`src/rtl/tr_timing_seq_if.sv`:
```
// Bus bundle for the transmit/receive timing sequencer: config, DDS events, switch controls.
interface tr_timing_seq_if #(
  parameter int unsigned CNT_W   = 32,
  parameter int unsigned GUARD_W = 8,
  parameter int unsigned N_RX    = 3,
  parameter int unsigned PCNT_W  = 16
);
  logic [CNT_W-1:0]   ct_period;
  logic [GUARD_W-1:0] tv_guard;
  logic [GUARD_W-1:0] pwr_guard;
  logic [1:0]         tv_mode;
  logic               upd_sweep;
  logic               upd_ct;
  logic               trig;
  logic               pre_trig;
  logic               osk_in;
  logic [N_RX-1:0]    rx_pwr_ctrl;
  logic               osk_out;
  logic               tr;
  logic               lo;
  logic               tr_pwr;
  logic               tv;
  logic [N_RX-1:0]    rx_ch_ctrl;
  logic               ct_active;
  logic [PCNT_W-1:0]  pulse_cnt;

  modport master (
    output ct_period, tv_guard, pwr_guard, tv_mode, upd_sweep, upd_ct, trig, pre_trig,
           osk_in, rx_pwr_ctrl,
    input  osk_out, tr, lo, tr_pwr, tv, rx_ch_ctrl, ct_active, pulse_cnt
  );

  modport slave (
    input  ct_period, tv_guard, pwr_guard, tv_mode, upd_sweep, upd_ct, trig, pre_trig,
           osk_in, rx_pwr_ctrl,
    output osk_out, tr, lo, tr_pwr, tv, rx_ch_ctrl, ct_active, pulse_cnt
  );
endinterface

```
`src/rtl/tr_timing_seq.sv`:
```
// Transmit/receive timing sequencer: CT window, T/R + polarisation switching, TR power sequencing.
module tr_timing_seq #(
  parameter int unsigned CNT_W       = 32,
  parameter int unsigned GUARD_W     = 8,
  parameter int unsigned N_RX        = 3,
  parameter int unsigned SYNC_STAGES = 2,
  parameter int unsigned PCNT_W      = 16
) (
  input logic             clk,
  input logic             rst,
  tr_timing_seq_if.slave  bus
);

  localparam int unsigned N_ASYNC = 4;

  typedef enum logic [0:0] {CT_IDLE, CT_ACTIVE} ct_state_t;
  typedef enum logic [0:0] {SW_IDLE, SW_SETTLE} sw_state_t;
  typedef enum logic [1:0] {PW_OFF, PW_WAIT, PW_ON} pw_state_t;

  // bit order: {pre_trig, trig, upd_ct, upd_sweep}
  logic [N_ASYNC-1:0] async_in;
  logic [N_ASYNC-1:0] sync_q [SYNC_STAGES];
  logic [N_ASYNC-1:0] edge_q;
  logic [N_ASYNC-1:0] cur;
  logic               sweep_rise, ct_rise, trig_fall, pre_rise;

  ct_state_t          ct_state;
  logic [CNT_W-1:0]   ct_cnt;
  logic [CNT_W-1:0]   ct_period_q;
  logic               ct_active_q;
  logic               ct_end;

  sw_state_t          sw_state;
  logic [GUARD_W-1:0] sw_cnt;
  logic [GUARD_W-1:0] tv_guard_q;
  logic               tv_q;
  logic               tr_q;
  logic [PCNT_W-1:0]  pulse_cnt_q;

  pw_state_t          pw_state;
  logic [GUARD_W-1:0] pw_cnt;
  logic [GUARD_W-1:0] pwr_guard_q;
  logic               tr_pwr_q;

  assign async_in = {bus.pre_trig, bus.trig, bus.upd_ct, bus.upd_sweep};

  // Synchroniser chain per async input plus one edge-detect flop
  always_ff @(posedge clk) begin
    if (!rst) begin
      for (int unsigned i = 0; i < SYNC_STAGES; i++) sync_q[i] <= '0;
      edge_q <= '0;
    end else begin
      sync_q[0] <= async_in;
      for (int unsigned i = 1; i < SYNC_STAGES; i++) sync_q[i] <= sync_q[i-1];
      edge_q <= sync_q[SYNC_STAGES-1];
    end
  end

  assign cur        = sync_q[SYNC_STAGES-1];
  assign sweep_rise = cur[0] & ~edge_q[0];
  assign ct_rise    = cur[1] & ~edge_q[1];
  assign trig_fall  = ~cur[2] & edge_q[2];
  assign pre_rise   = cur[3] & ~edge_q[3];

  // Window closes on this edge unless a retrigger restarts it
  assign ct_end = (ct_state == CT_ACTIVE) && (ct_cnt == ct_period_q) && !ct_rise;

  // CT window FSM
  always_ff @(posedge clk) begin
    if (!rst) begin
      ct_state    <= CT_IDLE;
      ct_cnt      <= '0;
      ct_period_q <= '0;
      ct_active_q <= 1'b0;
    end else if (ct_rise) begin
      ct_state    <= CT_ACTIVE;
      ct_cnt      <= '0;
      ct_period_q <= bus.ct_period;
      ct_active_q <= 1'b1;
    end else if (ct_state == CT_ACTIVE) begin
      if (ct_cnt == ct_period_q) begin
        ct_state    <= CT_IDLE;
        ct_active_q <= 1'b0;
      end else begin
        ct_cnt <= ct_cnt + CNT_W'(1);
      end
    end
  end

  // Switch FSM: settle after sweep/pre-trigger, then update tv/tr and count pulses
  always_ff @(posedge clk) begin
    if (!rst) begin
      sw_state    <= SW_IDLE;
      sw_cnt      <= '0;
      tv_guard_q  <= '0;
      tv_q        <= 1'b1;
      tr_q        <= 1'b0;
      pulse_cnt_q <= '0;
    end else begin
      if (sweep_rise || pre_rise) begin
        if (sweep_rise) tv_q <= 1'b1;
        sw_state   <= SW_SETTLE;
        sw_cnt     <= '0;
        tv_guard_q <= bus.tv_guard;
      end else if (sw_state == SW_SETTLE) begin
        if (sw_cnt == tv_guard_q) begin
          sw_state <= SW_IDLE;
          case (bus.tv_mode)
            2'b00:   tv_q <= 1'b0;
            2'b01:   tv_q <= 1'b1;
            default: tv_q <= ~tv_q;
          endcase
          tr_q <= ct_active_q;
          if (ct_active_q && (pulse_cnt_q != '1)) pulse_cnt_q <= pulse_cnt_q + PCNT_W'(1);
        end else begin
          sw_cnt <= sw_cnt + GUARD_W'(1);
        end
      end
      // tr never outlives the CT window; a new window starts a fresh pulse count
      if (ct_end)  tr_q        <= 1'b0;
      if (ct_rise) pulse_cnt_q <= '0;
    end
  end

  // TR power FSM: power-on delay after sweep/pre-trigger, off on trigger fall
  always_ff @(posedge clk) begin
    if (!rst) begin
      pw_state    <= PW_OFF;
      pw_cnt      <= '0;
      pwr_guard_q <= '0;
      tr_pwr_q    <= 1'b0;
    end else if (sweep_rise || pre_rise) begin
      pw_state    <= PW_WAIT;
      pw_cnt      <= '0;
      pwr_guard_q <= bus.pwr_guard;
      tr_pwr_q    <= 1'b0;
    end else if (trig_fall) begin
      pw_state <= PW_OFF;
      tr_pwr_q <= 1'b0;
    end else begin
      case (pw_state)
        PW_WAIT: begin
          if (pw_cnt == pwr_guard_q) begin
            pw_state <= PW_ON;
            tr_pwr_q <= 1'b1;
          end else begin
            pw_cnt <= pw_cnt + GUARD_W'(1);
          end
        end
        default: ;
      endcase
    end
  end

  assign bus.ct_active  = ct_active_q;
  assign bus.tr         = tr_q;
  assign bus.lo         = tr_q;
  assign bus.tv         = tv_q;
  assign bus.tr_pwr     = tr_pwr_q;
  assign bus.pulse_cnt  = pulse_cnt_q;
  assign bus.osk_out    = ct_active_q & bus.osk_in;
  assign bus.rx_ch_ctrl = ct_active_q ? bus.rx_pwr_ctrl : '0;

endmodule

```
`src/flat_wrapper.sv`:
```
// flat-port wrapper written by rule: the top's interface ports become plain ports
module tr_timing_seq_flat 
#(
  parameter int unsigned CNT_W       = 32,
  parameter int unsigned GUARD_W     = 8,
  parameter int unsigned N_RX        = 3,
  parameter int unsigned SYNC_STAGES = 2,
  parameter int unsigned PCNT_W      = 16
)
  (clk, rst, bus_ct_period, bus_tv_guard, bus_pwr_guard, bus_tv_mode, bus_upd_sweep, bus_upd_ct, bus_trig, bus_pre_trig, bus_osk_in, bus_rx_pwr_ctrl, bus_osk_out, bus_tr, bus_lo, bus_tr_pwr, bus_tv, bus_rx_ch_ctrl, bus_ct_active, bus_pulse_cnt);
  tr_timing_seq_if #(.CNT_W(CNT_W), .GUARD_W(GUARD_W), .N_RX(N_RX), .PCNT_W(PCNT_W)) bus_i ();
  input logic clk;
  input logic rst;
  input wire logic [$bits(bus_i.ct_period)-1:0] bus_ct_period;
  input wire logic [$bits(bus_i.tv_guard)-1:0] bus_tv_guard;
  input wire logic [$bits(bus_i.pwr_guard)-1:0] bus_pwr_guard;
  input wire logic [$bits(bus_i.tv_mode)-1:0] bus_tv_mode;
  input wire logic [$bits(bus_i.upd_sweep)-1:0] bus_upd_sweep;
  input wire logic [$bits(bus_i.upd_ct)-1:0] bus_upd_ct;
  input wire logic [$bits(bus_i.trig)-1:0] bus_trig;
  input wire logic [$bits(bus_i.pre_trig)-1:0] bus_pre_trig;
  input wire logic [$bits(bus_i.osk_in)-1:0] bus_osk_in;
  input wire logic [$bits(bus_i.rx_pwr_ctrl)-1:0] bus_rx_pwr_ctrl;
  output wire logic [$bits(bus_i.osk_out)-1:0] bus_osk_out;
  output wire logic [$bits(bus_i.tr)-1:0] bus_tr;
  output wire logic [$bits(bus_i.lo)-1:0] bus_lo;
  output wire logic [$bits(bus_i.tr_pwr)-1:0] bus_tr_pwr;
  output wire logic [$bits(bus_i.tv)-1:0] bus_tv;
  output wire logic [$bits(bus_i.rx_ch_ctrl)-1:0] bus_rx_ch_ctrl;
  output wire logic [$bits(bus_i.ct_active)-1:0] bus_ct_active;
  output wire logic [$bits(bus_i.pulse_cnt)-1:0] bus_pulse_cnt;
  assign bus_i.ct_period = bus_ct_period;
  assign bus_i.tv_guard = bus_tv_guard;
  assign bus_i.pwr_guard = bus_pwr_guard;
  assign bus_i.tv_mode = bus_tv_mode;
  assign bus_i.upd_sweep = bus_upd_sweep;
  assign bus_i.upd_ct = bus_upd_ct;
  assign bus_i.trig = bus_trig;
  assign bus_i.pre_trig = bus_pre_trig;
  assign bus_i.osk_in = bus_osk_in;
  assign bus_i.rx_pwr_ctrl = bus_rx_pwr_ctrl;
  assign bus_osk_out = bus_i.osk_out;
  assign bus_tr = bus_i.tr;
  assign bus_lo = bus_i.lo;
  assign bus_tr_pwr = bus_i.tr_pwr;
  assign bus_tv = bus_i.tv;
  assign bus_rx_ch_ctrl = bus_i.rx_ch_ctrl;
  assign bus_ct_active = bus_i.ct_active;
  assign bus_pulse_cnt = bus_i.pulse_cnt;
  tr_timing_seq #(.CNT_W(CNT_W), .GUARD_W(GUARD_W), .N_RX(N_RX), .SYNC_STAGES(SYNC_STAGES), .PCNT_W(PCNT_W)) u_core (.clk(clk), .rst(rst), .bus(bus_i));
endmodule
```
`config.mk`:
```
export PLATFORM = sky130hd
export DESIGN_NAME = tr_timing_seq_flat
export DESIGN_NICKNAME = d
export VERILOG_FILES = /design/src/rtl/tr_timing_seq_if.sv /design/src/rtl/tr_timing_seq.sv /design/src/flat_wrapper.sv
export SDC_FILE = /design/constraint.sdc
export NUM_CORES = 1
export LEC_CHECK = 0
export ABC_AREA = 1
export CORE_UTILIZATION = 35
export DETAILED_ROUTE_END_ITERATION = 16
export GPL_TIMING_DRIVEN = 1
export SYNTH_ARGS = -nofsm -noshare
export SYNTH_HDL_FRONTEND = slang
export SYNTH_SLANG_ARGS = --single-unit
```
`constraint.sdc`:
```
create_clock -name clk -period 2.3 [get_ports clk]
set_input_delay 0.46 -clock clk [delete_from_list [all_inputs] [get_ports clk]]
set_output_delay 0.46 -clock clk [all_outputs]
set_load 0.03 [all_outputs]
```
* After elaboration in Yosys (flattened, before gate mapping)
Memories as Yosys holds them, arrays and structs flattened.
Cells that the tools add are included.
** Word-level totals
- Register bits after elaboration :: 123
- RAM bits :: 8
- Input port bits :: 60
- Output and inout port bits :: 25
- Logic and storage cells :: 93
- Memories kept :: 1
** Memory list
- u_core.sync_q :: depth 2, width 4, read ports 2, clocked after Yosys merged registers in 0, write ports 2, line tr_timing_seq.sv:22 : logic [N_ASYNC-1:0] sync_q [SYNC_STAGES];
** Operators by class
- Add/sub/neg operators :: 4
- Equality and inequality tests :: 7
- Mux-type cells :: 23
- Bitwise logic cells :: 18
- Reductions and logical operators :: 25
** Operators with widths (number)
- adder 32 x 1 -> 32 bit (second input constant) :: 1
- == test 32 bit :: 1
- 2-to-1 mux 1 bit :: 19
- adder 16 x 1 -> 16 bit (second input constant) :: 1
- adder 8 x 1 -> 8 bit (second input constant) :: 2
- == test 8 bit :: 2
- inequality test 16 bit (second input constant) :: 1
- NOT 1 bit :: 11
- AND reduction 2 bit :: 5
- AND reduction 3 bit :: 3
- 2-to-1 mux 4 bit :: 2
- nonzero test 2 bit :: 4
- nonzero test 3 bit :: 2
- OR reduction 2 bit :: 3
- bitwise AND 1 bit :: 5
- == test 2 x 1 -> 1 bit (second input constant) :: 2
- AND reduction 4 bit :: 1
- logical AND 1 bit :: 3
- 2-to-1 mux 3 bit :: 1
- OR reduction 3 bit :: 1
- zero test 2 bit :: 1
- inequality test 2 x 1 -> 1 bit (second input constant) :: 1
- bitwise OR 1 bit :: 2
- one-hot mux 1 bit (2 select lines) :: 1
- 2 further kinds :: 2

* Depth between registers and ports, before layout
- Depth after elaboration :: 5
- Mapped depth :: 12
- Depth with buffers taken out :: 11

* Worst setup path after synthesis
No wires, ideal clock.
- Path type :: flip-flop to flip-flop
- From :: register u_core.pulse_cnt_q[0] (netlist: u_core.bus.pulse_cnt[0])
- To :: register u_core.pulse_cnt_q[2] (netlist: u_core.bus.pulse_cnt[2])
- Setup time :: 0.070 ns
- Arrival :: 1.744 ns
- Data required time :: 2.230 ns
- Setup slack :: 0.486 ns
- Stages on the path, launching flop included :: 11
- Path buffers :: 1
- Period minus slack after synthesis :: 1.814 ns
- Cells stage by stage :: dfxtp_1 -> ha_1 -> nand2_1 -> nor2_2 -> nand2_1 -> nor2_1 -> nor3_4 -> nand2_4 -> buf_6 -> nand2_1 -> a21oi_1
** On the way
- Longest elaborated chain between the ends :: 3
- Elaborated cells on any way between the ends :: 4
- Classes of those cells :: 1 x add/sub; 1 x eq/ne; 2 x reduce/logical
** RTL lines
- start: declaration :: line tr_timing_seq.sv:38 : logic [PCNT_W-1:0] pulse_cnt_q;
- start signal: assignment :: line tr_timing_seq.sv:114 : if (ct_active_q && (pulse_cnt_q != '1)) pulse_cnt_q <= pulse_cnt_q + PCNT_W'(1);
- parallel branches: the longest is 3 deep, another holds adder 16 x 1 -> 16 bit
Parallel ways; which one is timed is not known.
A chain may end at the register's enable or synchronous reset.

* Final worst setup path
- From :: input bus_rx_pwr_ctrl[1]
- To :: output bus_rx_ch_ctrl[1]
** On the way
- Longest elaborated chain between the ends :: 1
** RTL lines
- start: declaration :: line flat_wrapper.sv:23 : input wire logic [$bits(bus_i.rx_pwr_ctrl)-1:0] bus_rx_pwr_ctrl;
- 2-to-1 mux 3 bit :: line tr_timing_seq.sv:162 : assign bus.rx_ch_ctrl = ct_active_q ? bus.rx_pwr_ctrl : '0;
- end: declaration :: line flat_wrapper.sv:29 : output wire logic [$bits(bus_i.rx_ch_ctrl)-1:0] bus_rx_ch_ctrl;
No other way between the ends.

==> out/results.env <==
IO_BUFFER_COUNT=84
CRITPATHTOPFAMILY='buffers and inverters'
SYNTH_TOP_FAMILY_BY_AREA='simple AND/OR/NAND/NOR gates'
WORSTPATHREQUIRED_PS=1840
CPMOSTUSEDCELL='sky130_fd_sc_hd__clkdlybuf4s50_1'
SETUP_REPAIR_AFTER_GLOBAL_ROUTING_MISSED_ITS_MARGIN='no'
FLOORPLAN.INITIALDENSITY_PCT=35.91
MAX-SLEW-MARGIN-REL_PCT=69.26
REMAINING_GLOBAL_ROUTE_OVERFLOW=0
POST-CTS-SETUP-BUFFER-COUNT=0
CORE_AREA_UM2=18830
LEAKAGE_nW=3.256
CRITICAL_PATH.N_BUFFERS_INVERTERS=3
GRT_MAX_DEGREE=49
HPWLAFTERDP_MM=11.99
FP.DIEAREA_UM2=19880
FINAL_HOLD_VIOL_COUNT=0
SHARE_OF_LAYOUT_CELLS_ABOVE_DRIVE_STRENGTH_1_PCT=5.899
CRITPATHLAUNCHTYPE='input pin'
ANTENNA_CELLS_INSERTED=0
ANTENNA_FOUND_INITIAL=0
CTS_TREE='built'
DPL-INSTANCE-AREA_UM2=7819
SYNTH-ASYNC-RESET-RATIO_PCT=0
FINAL.SETUP.TNS_PS=0
SYNTH.YOSYS.WARNINGS=0
IRDROPWORSTVDD_mV=0.5721
GP_CONGESTION=0.8789
SEQ_AREA_FRAC_SYNTH_PCT=38.78
SLOWEST_STAGE='sky130_fd_sc_hd__clkdlybuf4s50_1'
RR_STARTPOINT='u_core.ct_cnt[0]$_SDFFE_PP0P_'
SYNTH.AVG_CELL_AREA_UM2=6.797
RR_WORST_DEPTH=8
GRT_FIRST_PASS_WIRELENGTH_MM=29.12
POST_SYNTH_CELL_TYPES=31
FIN_SKEW_PS=8.080
FLOORPLAN.ROWS=50
RR_ENDPOINT='u_core.ct_cnt[16]$_SDFFE_PP0P_'
TIMING.CRITICAL_PATH.DEPTH=4
FINAL_PERIOD_MINUS_WORST_SETUP_SLACK_PS=2141
DESIGN.FINAL.NETS=1136
DRC_ERRORS=0
POST_SYNTH_INST_COUNT=995
INSERTION_DELAY_PS=430
TOTALWIRELENGTH_MM=16.82
SYNTH_ADDER_AREA_SHARE_PCT=0.7401
HOLD_SP='rst'
REG2REG_SETUP_SLACK_PS=200
FIN_TOTAL_PWR_mW=6.015
POST_CTS_RESIZE_COUNT=0
HTREE_NUM_LEVELS=4
WORST-SLEW-PIN-TRANSITION_PS=459.6
CP_DATA_ARRIVAL_TIME_PS=1680
MUX_SHARE_OF_POST_SYNTHESIS_CELL_AREA_PCT=0
CLK_SINKS=131
POST_SYNTHESIS_COMPOUND_GATE_AREA_FRACTION_PCT=9.991
SETUP_VIOL=0
CTS_BUFFER_DEPTH=2
CRITICAL_PATH_CLASS='input pin to output port'
FIRST_ITER_VIOLATIONS=308
DRV_CAP=0
POST_SYNTH_INSTANCE_AREA_UM2=6763
CLK_PIN_SLEW_PS=60
POST_SYNTH_XOR_AREA_FRACTION_PCT=9.584
CTS-BUFFERS-INSERTED=17
LAYOUT.CELLS.MOST_COMMON_LIST='264 x sky130_fd_sc_hd__nand2_1, 153 x sky130_fd_sc_hd__nor2_1, 131 x sky130_fd_sc_hd__dfxtp_1, 83 x sky130_fd_sc_hd__clkdlybuf4s50_1, 76 x sky130_fd_sc_hd__inv_1'
SYNTH-SIMPLE-AREA-SHARE_PCT=33.34
DR.PASS1.ITERS=5
FIN_CRIT_SH_PCT=93.10
FILLERS=1964
GRT_PASS1_VIAS=5874
CRITPATHMAXSTAGEDELAY_PS=650
GRT.TOTAL_USAGE_PCT=18.34
OUTCOME='complete, no violations'
TIMING.CRITICAL_PATH.FROM='bus_rx_pwr_ctrl[1]'
TIMING.HOLD.WORST.CLASS='input pin to flop'
HOLD_SLACK_PS=413.0
SYNTH-MAIN-FF-CELL='sky130_fd_sc_hd__dfxtp_1'
DIE_W_UM=141.0
CRIT_PATH_END_KIND='output port'
FINAL_MAX_SLEW_VIOL_COUNT=0
CTS_ROOT_BUF='sky130_fd_sc_hd__clkbuf_16'
SETUP.WORST_PATH.END='bus_rx_ch_ctrl[1]'
CRIT_PATH_CELL_TRACE='clkdlybuf4s50_1 -> nand2_1 -> inv_1 -> clkdlybuf4s50_1'
COUNT_OF_FLIP_FLOPS_WITH_A_BUILT_IN_ENABLE_AFTER_SYNTHESIS=0
SYNTHESIS.NETS=1059
DETAIL-ROUTE-ANTENNA-NETS=0
VIA_COUNT=6235
WORSTPATHMAXFANOUT=1
POWER_DENSITY_nW_PER_UM2=708.0
DRT-WIRELENGTH-PER-CELL_UM=12.50
DIE_HEIGHT_UM=141.0
POST_SYNTHESIS_SEQUENTIAL_ELEMENT_COUNT=131
POST_CTS_HOLD_BUFFER_COUNT=0
IO_PINS=85
AREA_GROWTH_PCT=25.64
MOSTFREQUENTLAYOUTCELL='sky130_fd_sc_hd__nand2_1'
FINALINSTANCEAREA_UM2=8497
TIMING.FMAX_GHz=0.4670
VIASPERCELL=4.636
worst reg2reg max path, stage by stage (launching register included):
cell and delay [ps]:
sky130_fd_sc_hd__dfxtp_1 470, sky130_fd_sc_hd__ha_1 350, sky130_fd_sc_hd__inv_1 90, sky130_fd_sc_hd__nor2_1 360, sky130_fd_sc_hd__nand2_1 200, sky130_fd_sc_hd__nor2_1 160, sky130_fd_sc_hd__xor2_1 160, sky130_fd_sc_hd__nand3_1 100
sky130_fd_sc_hd__a21oi_1 160
worst min path at each step:
stage,to,slack [ps],cells past startpoint
3_3_place_gp,u_core.sync_q[0][4]$_SDFF_PN0_,400,2
3_5_place_dp,u_core.sync_q[0][7]$_SDFF_PN0_,400,2
2_1_floorplan,u_core.sync_q[0][4]$_SDFF_PN0_,390,2
5_1_grt,u_core.sync_q[0][7]$_SDFF_PN0_,440,2
4_1_cts,u_core.pw_state[0]$_SDFFE_PN0P_,410,3
6_report,u_core.pw_state[0]$_SDFFE_PN0P_,410,3
stage by stage:
stage / cells / utilization (%) / setup WS (ps)
after global routing: 1345 / 45.12 / 3.350
final: 1345 / 45.12 / 158.7
after floorplan: 995 / - / 486.1
after detailed placement: 1313 / 41.52 / 161.0
after CTS: 1345 / 45.12 / 159.8
after global placement: 1313 / 41.52 / 167.8
layout make-up:
type,count,area [um2],area share [%]
repair buffers,97,945.9,11.13
clock buffers,17,425.4,5.007
multi-input cells,746,3628,42.70
flip-flops and latches,131,2623,30.86
clock inverters,15,252.7,2.975
well taps,260,325.3,3.829
inverters,79,296.5,3.490
kinds of logic (layout without fill, tap and decap cells):
family	after synthesis	in the layout
buf+inv	118	208
xor+xnor	74	74
simple gates	535	535
flops	131	131
compound gates	133	133
fa+ha+maj	4	4
sequential cells by signal, summed over array words and instances, names as in the netlist, 4 cells and up:
name / count
u_core.ct_period_q: 32
u_core.sw_cnt: 8
u_core.pw_cnt: 8
u_core.sync_q: 8
u_core.pwr_guard_q: 8
u_core.tv_guard_q: 8
u_core.bus.pulse_cnt: 16
u_core.ct_cnt: 32
u_core.edge_q: 4
routing by layer:
metal / part of all wire, % / GRT usage [%]
met4: 1.1 / 6.064
met2: 47 / 29.96
met5: 0 / 0
met1: 49 / 24.32
met3: 3.0 / 3.397
power breakdown:
| part | leakage [nW] | switching (mW) | internal, mW |
|---|---|---|---|
| sequential | 1.07 | 0.0483 | 2.34 |
| clock | 0.325 | 1.07 | 2.05 |
| combinational | 1.87 | 0.285 | 0.224 |
| total | 3.26 | 1.40 | 4.61 |
Yosys cell counts, types with 3 or more instances:
library cell | count | share of area, %
sky130_fd_sc_hd__nor2_2 | 5 | 0.46
sky130_fd_sc_hd__nand3_1 | 71 | 5.3
sky130_fd_sc_hd__dfxtp_1 | 131 | 39
sky130_fd_sc_hd__a21oi_1 | 73 | 5.4
sky130_fd_sc_hd__buf_6 | 6 | 1.0
sky130_fd_sc_hd__xnor2_1 | 54 | 7.0
sky130_fd_sc_hd__xor2_1 | 20 | 2.6
sky130_fd_sc_hd__nor3b_1 | 5 | 0.56
sky130_fd_sc_hd__buf_4 | 3 | 0.33
sky130_fd_sc_hd__nand2_2 | 3 | 0.28
sky130_fd_sc_hd__inv_1 | 76 | 4.2
sky130_fd_sc_hd__nor2_1 | 153 | 8.5
sky130_fd_sc_hd__nand2_1 | 264 | 15
sky130_fd_sc_hd__o21ai_0 | 56 | 4.1
sky130_fd_sc_hd__nand3b_1 | 8 | 0.89
sky130_fd_sc_hd__nand4_1 | 10 | 0.93
sky130_fd_sc_hd__ha_1 | 4 | 0.74
sky130_fd_sc_hd__buf_2 | 10 | 0.74
sky130_fd_sc_hd__clkbuf_1 | 18 | 1.0
sky130_fd_sc_hd__nor3_1 | 8 | 0.59
(Power assumes the default switching activity.)
